### src/rtl/md_ctl_pkg.sv
// Purpose: shared definitions for the MD timestep control path (sequencer states, default widths).
// Latency: n/a (package only).
// Backpressure: n/a (package only).
package md_ctl_pkg;

  // Default width of the step counters.
  localparam int STEP_W_DEF      = 32;
  // Default per-phase watchdog limit, in clock cycles.
  localparam int WDOG_CYCLES_DEF = 1048576;

  typedef enum logic [2:0] {
    ST_IDLE   = 3'd0,
    ST_P1_RUN = 3'd1,
    ST_P2_RUN = 3'd2,
    ST_SWAP   = 3'd3,
    ST_FIN    = 3'd4,
    ST_ERR    = 3'd5
  } seq_state_e;

endpackage

### src/rtl/phase_watchdog.sv
// Purpose: counts cycles spent inside one sequencer phase and flags when the limit is hit.
// Latency: expired is combinational from the registered count; it is high during the WDOG_CYCLES-th enabled cycle.
// Backpressure: none; clear overrides enable, the count holds when enable is low.
// Ports: clk/rst (async active-high) | clear restarts the count | enable counts this cycle | expired = limit reached.
module phase_watchdog
  import md_ctl_pkg::*;
#(
  parameter int WDOG_CYCLES = WDOG_CYCLES_DEF
) (
  input  logic clk,
  input  logic rst,
  input  logic clear,
  input  logic enable,
  output logic expired
);

  localparam int CNT_W = (WDOG_CYCLES > 1) ? $clog2(WDOG_CYCLES) : 1;
  localparam logic [CNT_W-1:0] LAST = CNT_W'(WDOG_CYCLES - 1);

  logic [CNT_W-1:0] cnt_q, cnt_d;

  // The count holds at LAST so it can never wrap back to zero while stalled.
  always_comb begin
    cnt_d = cnt_q;
    if (clear) begin
      cnt_d = '0;
    end else if (enable && (cnt_q != LAST)) begin
      cnt_d = cnt_q + CNT_W'(1);
    end
  end

  always_ff @(posedge clk or posedge rst) begin
    if (rst) begin
      cnt_q <= '0;
    end else begin
      cnt_q <= cnt_d;
    end
  end

  // The count is n-1 during the n-th enabled cycle of a phase.
  assign expired = enable && (cnt_q == LAST);

endmodule

### src/rtl/timestep_sequencer.sv
// Purpose: sequences MD timesteps: force phase, motion-update phase, bank swap, repeated num_steps times.
// Latency: start to first p1_ready = 1 cycle; each step = max(p1 done cycle,2) + max(p2 done cycle,2) + 1 swap cycle.
// Backpressure: phases wait indefinitely on p1_done/p2_done; abort returns to IDLE on the next edge.
// Ports: clk, reset (async active-high) | start/abort/num_steps run control | p1_done/p2_done phase
//        completion | p1_ready/p2_ready phase strobes | double_buffer bank select | busy, run_done,
//        step_count, err status.
// Build option: define TIMESTEP_WATCHDOG_EN to add the per-phase watchdog and the ERR state.
module timestep_sequencer
  import md_ctl_pkg::*;
#(
  parameter int STEP_W      = STEP_W_DEF,
  parameter int WDOG_CYCLES = WDOG_CYCLES_DEF
) (
  input  logic              clk,
  input  logic              reset,
  input  logic              start,
  input  logic              abort,
  input  logic [STEP_W-1:0] num_steps,
  input  logic              p1_done,
  input  logic              p2_done,
  output logic              p1_ready,
  output logic              p2_ready,
  output logic              double_buffer,
  output logic              busy,
  output logic              run_done,
  output logic [STEP_W-1:0] step_count,
  output logic              err
);

  if (WDOG_CYCLES < 1) begin : g_bad_wdog_cfg
    $error("timestep_sequencer: WDOG_CYCLES must be at least 1");
  end

  seq_state_e        state_q, state_d;
  logic [STEP_W-1:0] steps_q, steps_d;
  logic [STEP_W-1:0] count_q, count_d;
  logic [STEP_W-1:0] count_inc;
  logic              db_q, db_d;
  logic              p1_rdy_q, p1_rdy_d;
  logic              p2_rdy_q, p2_rdy_d;
  logic              first_q, first_d;
  logic              phase_entry;
  logic              wdog_expired;

`ifdef TIMESTEP_WATCHDOG_EN
  logic err_q, err_d;
  logic in_phase;

  assign in_phase = (state_q == ST_P1_RUN) || (state_q == ST_P2_RUN);

  phase_watchdog #(
    .WDOG_CYCLES(WDOG_CYCLES)
  ) u_phase_watchdog (
    .clk     (clk),
    .rst     (reset),
    .clear   (phase_entry),
    .enable  (in_phase),
    .expired (wdog_expired)
  );

  assign err = err_q;
`else
  assign wdog_expired = 1'b0;
  assign err          = 1'b0;
`endif

  // Step counter wraps naturally modulo 2^STEP_W.
  assign count_inc = count_q + STEP_W'(1);

  // State and datapath registers.
  always_ff @(posedge clk or posedge reset) begin
    if (reset) begin
      state_q  <= ST_IDLE;
      steps_q  <= '0;
      count_q  <= '0;
      db_q     <= 1'b0;
      p1_rdy_q <= 1'b0;
      p2_rdy_q <= 1'b0;
      first_q  <= 1'b0;
`ifdef TIMESTEP_WATCHDOG_EN
      err_q    <= 1'b0;
`endif
    end else begin
      state_q  <= state_d;
      steps_q  <= steps_d;
      count_q  <= count_d;
      db_q     <= db_d;
      p1_rdy_q <= p1_rdy_d;
      p2_rdy_q <= p2_rdy_d;
      first_q  <= first_d;
`ifdef TIMESTEP_WATCHDOG_EN
      err_q    <= err_d;
`endif
    end
  end

  // Next-state logic. Abort beats done, done beats the watchdog. first_q masks a done
  // left asserted from before the phase began.
  always_comb begin
    state_d = state_q;
    case (state_q)
      ST_IDLE: begin
        if (start) begin
          state_d = (num_steps == '0) ? ST_FIN : ST_P1_RUN;
        end
      end
      ST_P1_RUN: begin
        if (abort) begin
          state_d = ST_IDLE;
        end else if (!first_q && p1_done) begin
          state_d = ST_P2_RUN;
        end else if (wdog_expired) begin
          state_d = ST_ERR;
        end
      end
      ST_P2_RUN: begin
        if (abort) begin
          state_d = ST_IDLE;
        end else if (!first_q && p2_done) begin
          state_d = ST_SWAP;
        end else if (wdog_expired) begin
          state_d = ST_ERR;
        end
      end
      ST_SWAP: begin
        if (abort) begin
          state_d = ST_IDLE;
        end else begin
          state_d = (count_inc == steps_q) ? ST_FIN : ST_P1_RUN;
        end
      end
      ST_FIN: begin
        state_d = ST_IDLE;
      end
`ifdef TIMESTEP_WATCHDOG_EN
      ST_ERR: begin
        if (abort || start) begin
          state_d = ST_IDLE;
        end
      end
`endif
      default: begin
        state_d = ST_IDLE;
      end
    endcase
  end

  // Output and datapath next values.
  always_comb begin
    steps_d = steps_q;
    count_d = count_q;
    db_d    = db_q;
`ifdef TIMESTEP_WATCHDOG_EN
    err_d   = err_q;
`endif

    if ((state_q == ST_IDLE) && start) begin
      steps_d = num_steps;
      count_d = '0;
`ifdef TIMESTEP_WATCHDOG_EN
      err_d   = 1'b0;
`endif
    end

    // An abort during SWAP leaves the bank and count untouched.
    if ((state_q == ST_SWAP) && !abort) begin
      db_d    = ~db_q;
      count_d = count_inc;
    end

`ifdef TIMESTEP_WATCHDOG_EN
    if (state_d == ST_ERR) begin
      err_d = 1'b1;
    end
`endif

    // Readies are registered copies of the upcoming state so they align with it exactly.
    p1_rdy_d    = (state_d == ST_P1_RUN);
    p2_rdy_d    = (state_d == ST_P2_RUN);
    phase_entry = (state_d != state_q) && ((state_d == ST_P1_RUN) || (state_d == ST_P2_RUN));
    first_d     = phase_entry;
  end

  assign p1_ready      = p1_rdy_q;
  assign p2_ready      = p2_rdy_q;
  assign double_buffer = db_q;
  assign busy          = (state_q != ST_IDLE);
  assign run_done      = (state_q == ST_FIN);
  assign step_count    = count_q;

endmodule

### config.mk
export PLATFORM = sky130hd
export DESIGN_NAME = timestep_sequencer
export DESIGN_NICKNAME = d
export VERILOG_FILES = /design/src/rtl/md_ctl_pkg.sv /design/src/rtl/phase_watchdog.sv /design/src/rtl/timestep_sequencer.sv
export SDC_FILE = /design/constraint.sdc
export NUM_CORES = 1
export LEC_CHECK = 0
export ABC_CLOCK_PERIOD_IN_PS = 2750
export BUFFER_PORTS_ARGS = -buffer_cell sky130_fd_sc_hd__buf_2
export CAP_MARGIN = 20
export CORE_ASPECT_RATIO = 0.6
export CORE_MARGIN = 3
export CORE_UTILIZATION = 51
export CTS_BUF_LIST = sky130_fd_sc_hd__clkbuf_8 sky130_fd_sc_hd__clkbuf_16
export DETAILED_ROUTE_END_ITERATION = 10
export HOLD_SLACK_MARGIN = 0.12
export PLACE_DENSITY_LB_ADDON = 0.08
export SYNTH_ARGS = -nofsm -noshare
export SYNTH_HDL_FRONTEND = slang
export SYNTH_SLANG_ARGS = --single-unit
### constraint.sdc
create_clock -name clk -period 2.75 [get_ports clk]
set_input_delay 0.55 -clock clk [delete_from_list [all_inputs] [get_ports clk]]
set_output_delay 0.55 -clock clk [all_outputs]
set_load 0.01 [all_outputs]
* Yosys cells after proc, flatten, opt, wreduce, memory -nomap -nowiden
Index checks and enable logic that the tools add are counted.
Storage, ports and cells: bits in read-only memories 0, output and inout bits 38, memories kept 0, logic and storage cells 40, RAM bits 0, bits in registers 71, bits of input ports 38, bits in latches 0
Operators by class: reductions and logical operators 12, bitwise logic cells 1, shift-type cells 0, muxes and demuxes 11, add/sub/neg operators 1, $mul 0, div/mod/pow operators 0, equality and inequality tests 8, order comparisons 0
Operators by type and width (number):
- $mux W32 | 2
- $add A32 B1 Y32 const B | 1
- $eq A32 B32 Y1 | 1
- $logic_not A32 Y1 | 1
- $mux W3 | 8
- $pmux W3 S4 | 1
- $eq A3 B2 Y1 const B | 3
- $eq A3 B1 Y1 const B | 2
- $logic_and A1 B1 Y1 | 5
- $eq A3 B3 Y1 const B | 1
- $logic_not A3 Y1 | 1
- $ne A3 B3 Y1 | 1
- $reduce_bool A3 Y1 | 1
- $logic_not A1 Y1 | 2
- $reduce_bool A2 Y1 | 1
- $logic_or A1 B1 Y1 | 1
- $not A1 Y1 | 1

* Logic depth before layout (Yosys ltp)
word-level depth 8, gate-level depth with buffers 10

* Least setup slack after synthesis
OpenSTA, ideal clock, no wires.
path type reg2reg, from register count_q[0] (netlist: step_count[0]), to register first_q, library setup time 0.122 ns, data required time 2.628 ns, path buffers 1, setup slack 0.004 ns, cell stages (with the launch flop) 11, arrival 2.624 ns, cell sequence dfrtp_1 ha_1 nand3_1 buf_2 or4_1 a2111oi_2 o21ai_0 nor4b_1 nand4_1 a21oi_1 nor2_1
On the way: longest elaborated chain between the ends 8, elaborated cells on any way between the ends 10
RTL lines:
- from (decl) | line timestep_sequencer.sv:36 | logic [STEP_W-1:0] count_q, count_d;
- from (signal assigned) | line timestep_sequencer.sv:86 | count_q <= count_d;
- $add A32 B1 Y32 * | line timestep_sequencer.sv:68 | assign count_inc = count_q + STEP_W'(1);
- $eq A32 B32 Y1 * | line timestep_sequencer.sv:129 | state_d = (count_inc == steps_q) ? ST_FIN : ST_P1_RUN;
- $mux W3 * | line timestep_sequencer.sv:129
- $mux W3 * | line timestep_sequencer.sv:126 | if (abort) begin
- $pmux W3 S4 * | line timestep_sequencer.sv:101 | case (state_q)
- $eq A3 B1 Y1 / $eq A3 B2 Y1 (equally long branches) | line timestep_sequencer.sv:180 | phase_entry = (state_d != state_q) && ((state_d == ST_P1_RUN) || (state_d == ST_P2_RUN));
- $logic_or A1 B1 Y1 | line timestep_sequencer.sv:180
- $logic_and A1 B1 Y1 * | line timestep_sequencer.sv:180
- named net first_d | line timestep_sequencer.sv:41 | logic first_q, first_d;
- to (signal assigned) | line timestep_sequencer.sv:90 | first_q <= first_d;
- to (decl) | line timestep_sequencer.sv:41
Mark *: on every way through the listed nets, which the timed path passes. The rest lies on a longest branch. A chain may end at the register's enable or synchronous reset.

* Worst setup path after layout
from register count_q[0] (netlist: step_count[0]), to register state_q[0]
On the way: longest elaborated chain between the ends 5
RTL lines:
- $add A32 B1 Y32 | line timestep_sequencer.sv:68
- $eq A32 B32 Y1 | line timestep_sequencer.sv:129
- $mux W3 | line timestep_sequencer.sv:129
- $mux W3 | line timestep_sequencer.sv:126
- $pmux W3 S4 | line timestep_sequencer.sv:101
- named net state_d[0] | line timestep_sequencer.sv:34 | seq_state_e state_q, state_d;
- to (signal assigned) | line timestep_sequencer.sv:84 | state_q <= state_d;
- to (decl) | line timestep_sequencer.sv:34
The timed path passes the listed nets, and every way through them passes these cells.

==> results.sh <==
export IMPL_status="complete, no violations"
export IMPL_drc=0
export IMPL_path_max_fanout=7
export IMPL_finalCritPeriodShare=0.963
export IMPL_rr_startpoint="step_count[0]$_DFFE_PP0P_"
export IMPL_ant_nets=0
export IMPL_fin_util=0.690
export IMPL_synthesis_area_um2=4430
export IMPL_slew_headroom=0.602
export IMPL_seq_area_frac_synth=0.401
export IMPL_setup_slack_ps=100
export IMPL_endpoint_kind="register"
export IMPL_die_w_um=126
export IMPL_use_met3=0.0734
export IMPL_power_leakage_nw=2.57
export IMPL_layout_commonest_cell="nand2_1"
export IMPL_powerDensity_nw_per_um2=735
export IMPL_timing_fmax_mhz=377
export IMPL_initial_core_util=0.543
export IMPL_final_hold_violation_count=0
export IMPL_antenna_found_initial=0
export IMPL_tns_ps=0
export IMPL_synthToLayoutAreaGrowth_pct=27.0
export IMPL_layout_drive_gt1_share=0.272
export IMPL_netlist_instances=551
export IMPL_rsz0062_at_grt="false"
export IMPL_clock_latency_ps=340
export IMPL_crit_buf_inv=2
export IMPL_pre_cts_ws_ps=34.2
export IMPL_grtUsageMet2=0.382
export IMPL_grt_pass1_wl_mm=22.6
export IMPL_setup_worst_path_class="register to register"
export IMPL_synth_main_ff_cell="dfrtp_1"
export IMPL_dp_cells=748
export IMPL_cts_tree="yes"
export IMPL_hold_class="primary input to asynchronous set/reset pin"
export IMPL_ys_ff_latch=71
export IMPL_rr_worst_depth=10
export IMPL_worstPathCellList="buf_4, nand4_1, or3_4, or3_1, a21oi_1, and4_4, buf_4, o2111a_1, a21o_1, nand2b_1"
export IMPL_cp_common_cell="buf_4"
export IMPL_clk_pin_slew_ps=60
export IMPL_fin_skew_ps=6.64
export IMPL_cp_startpoint="step_count[0]$_DFFE_PP0P_"
export IMPL_synth_edf_count=0
export IMPL_numCtsBuffers=9
export IMPL_critPathArrivalTime_ps=2880
export IMPL_cts_sinks=71
export IMPL_async_flop_share=1.00
export IMPL_placement_io_buffers=74
export IMPL_firstDrtPassIters=5
export IMPL_drv_cap=0
export IMPL_instances_no_fill=767
export IMPL_crit_family="simple AND/OR/NAND/NOR gates"
export IMPL_die_h_um=78.2
export IMPL_gp_congestion=0.956
export IMPL_synth_avg_cell_area_um2=8.05
export IMPL_worst_path_stages=10
export IMPL_fp_coreArea_um2=8160
export IMPL_worst_pin_slew_ps=596
export IMPL_grt_pass1_vias=4114
export IMPL_rows=25
export IMPL_timing_rr_end="state_q[0]$_DFF_PP0_"
export IMPL_layout_common_cells="nand2_1 (130), buf_2 (74), dfrtp_1 (64), buf_4 (55), o21ai_0 (52)"
export IMPL_yosys_cell_types_count=58
export IMPL_grt_busiest_layer="met1"
export IMPL_met1_usage=0.493
export IMPL_vias_per_cell=6.04
export IMPL_synth_nets=590
export IMPL_num_vias=4635
export IMPL_antenna_cells=0
export IMPL_grtUsageTotal=0.297
export IMPL_finalMaxSlewViolations=0
export IMPL_cp_data_required_time_ps=2980
export IMPL_wl_per_cell_um=18.7
export IMPL_nets=694
export IMPL_die_area_um2=9880
export IMPL_setup_violations=0
export IMPL_period_minus_slack_ps=2650
export IMPL_io_pin_count=76
export IMPL_grt_start_max_net_pins=72
export IMPL_cp_slowest_stage_delay_ps=480
export IMPL_clock_path_buffers=2
export IMPL_critPathLaunchType="register"
export IMPL_place_hpwl_mm=10.6
export IMPL_initialDrtViolationCount=382
export IMPL_yosys_warnings=0
export IMPL_rrSetupSlack_ps=100
export IMPL_endpoint="state_q[0]$_DFF_PP0_"
export IMPL_cts_hold_buf=0
export IMPL_cts_root_buf="clkbuf_16"
export IMPL_ir_drop_mv=0.528
export IMPL_cp_slowest_cell="or3_4"
export IMPL_overflow=0
export IMPL_wl_mm=14.3
export IMPL_htreeDepth=3
## per-stage QoR
| step | hold WS, ps | instance area, um2 | total power, mW |
|---|---|---|---|
| 2_1_floorplan | 457 | 4430 | 2.43 |
| 3_3_place_gp | 455 | 5180 | 2.83 |
| 3_5_place_dp | 458 | 5180 | 2.88 |
| 4_1_cts | 302 | 5480 | 4.07 |
| 5_1_grt | 327 | 5630 | 4.37 |
| 6_report | 278 | 5630 | 4.14 |
## flip-flops by register name, summed over array words and instances (netlist names)
signal and count:
step_count 32, steps_q 32, state_q 3, double_buffer 1
first_q 1, p1_ready 1, p2_ready 1
## where the power goes
| group | total, mW | internal, mW | switching, mW |
|---|---|---|---|
| Sequential | 1.64 | 1.31 | 0.330 |
| Clock | 1.19 | 0.703 | 0.484 |
| Combinational | 1.31 | 0.539 | 0.770 |
| Total | 4.14 | 2.55 | 1.58 |
## synth_stat cells (all sizes together) (8+ instances only)
| cell type | n | area share |
|---|---|---|
| nor4 | 16 | 0.024 |
| dfrtp | 71 | 0.40 |
| xor2 | 13 | 0.026 |
| clkbuf | 26 | 0.022 |
| nand2 | 130 | 0.11 |
| nand3 | 18 | 0.020 |
| nand4 | 22 | 0.032 |
| a21oi | 13 | 0.015 |
| nor3 | 15 | 0.018 |
| nor2 | 32 | 0.027 |
| o21ai | 52 | 0.059 |
| o31ai | 8 | 0.014 |
| xnor2 | 30 | 0.059 |
| buf | 11 | 0.014 |
## cells by family after synthesis
kind of cell	share of synthesized area
AO/OA/AOI/OAI	0.149
XOR/XNOR	0.0903
adder cells (fa/ha/maj)	0.00282
buffers and inverters	0.0409
flip-flops	0.401
multiplexers	0.00480
other	0.000846
AND/OR/NAND/NOR	0.311
## worst register-to-register path, delay by kind of cell, from the launching register on
kind,cells,cell delay (ps)
and+or+nand+nor,5,1380
AOI/OAI and AO/OA,3,530
DFF,1,360
buffers and inverters,2,270
## repair_timing
action	4_1_cts	5_1_grt
buffers inserted	0	4
endpoints found under the setup margin	1	4
gates resized for setup	1	27
pin swaps	0	11
## routing by layer
| metal | up-vias | part of all wire | routed length, um |
|---|---|---|---|
| met4 | 0 | 0.0094 | 135 |
| met3 | 14 | 0.12 | 1720 |
| met1 | 2215 | 0.49 | 7090 |
| met5 | - | 0 | 0 |
| li1 | 2164 | - | - |
| met2 | 242 | 0.38 | 5390 |
## worst min path at each step
stage                              start  cells after the start  slack [ps]                        end
6_report                           reset                      3         280     steps_q[2]$_DFFE_PP0P_
5_1_grt                            reset                      3         330     steps_q[2]$_DFFE_PP0P_
4_1_cts                            reset                      3         300     steps_q[2]$_DFFE_PP0P_
2_1_floorplan     steps_q[2]$_DFFE_PP0P_                      2         460     steps_q[2]$_DFFE_PP0P_
3_5_place_dp   double_buffer$_DFFE_PP0P_                      1         460  double_buffer$_DFFE_PP0P_
3_3_place_gp   double_buffer$_DFFE_PP0P_                      1         450  double_buffer$_DFFE_PP0P_
## cell type report
class / count / area, um2
clock inverters: 6 / 70.1
clock buffers: 9 / 225
multi-input cells: 437 / 2590
inverters: 6 / 22.5
repair buffers: 130 / 803
fillers: 685 / 2530
well taps: 108 / 135
flip-flops and latches: 71 / 1790
Power figures use the tool's default switching activity.
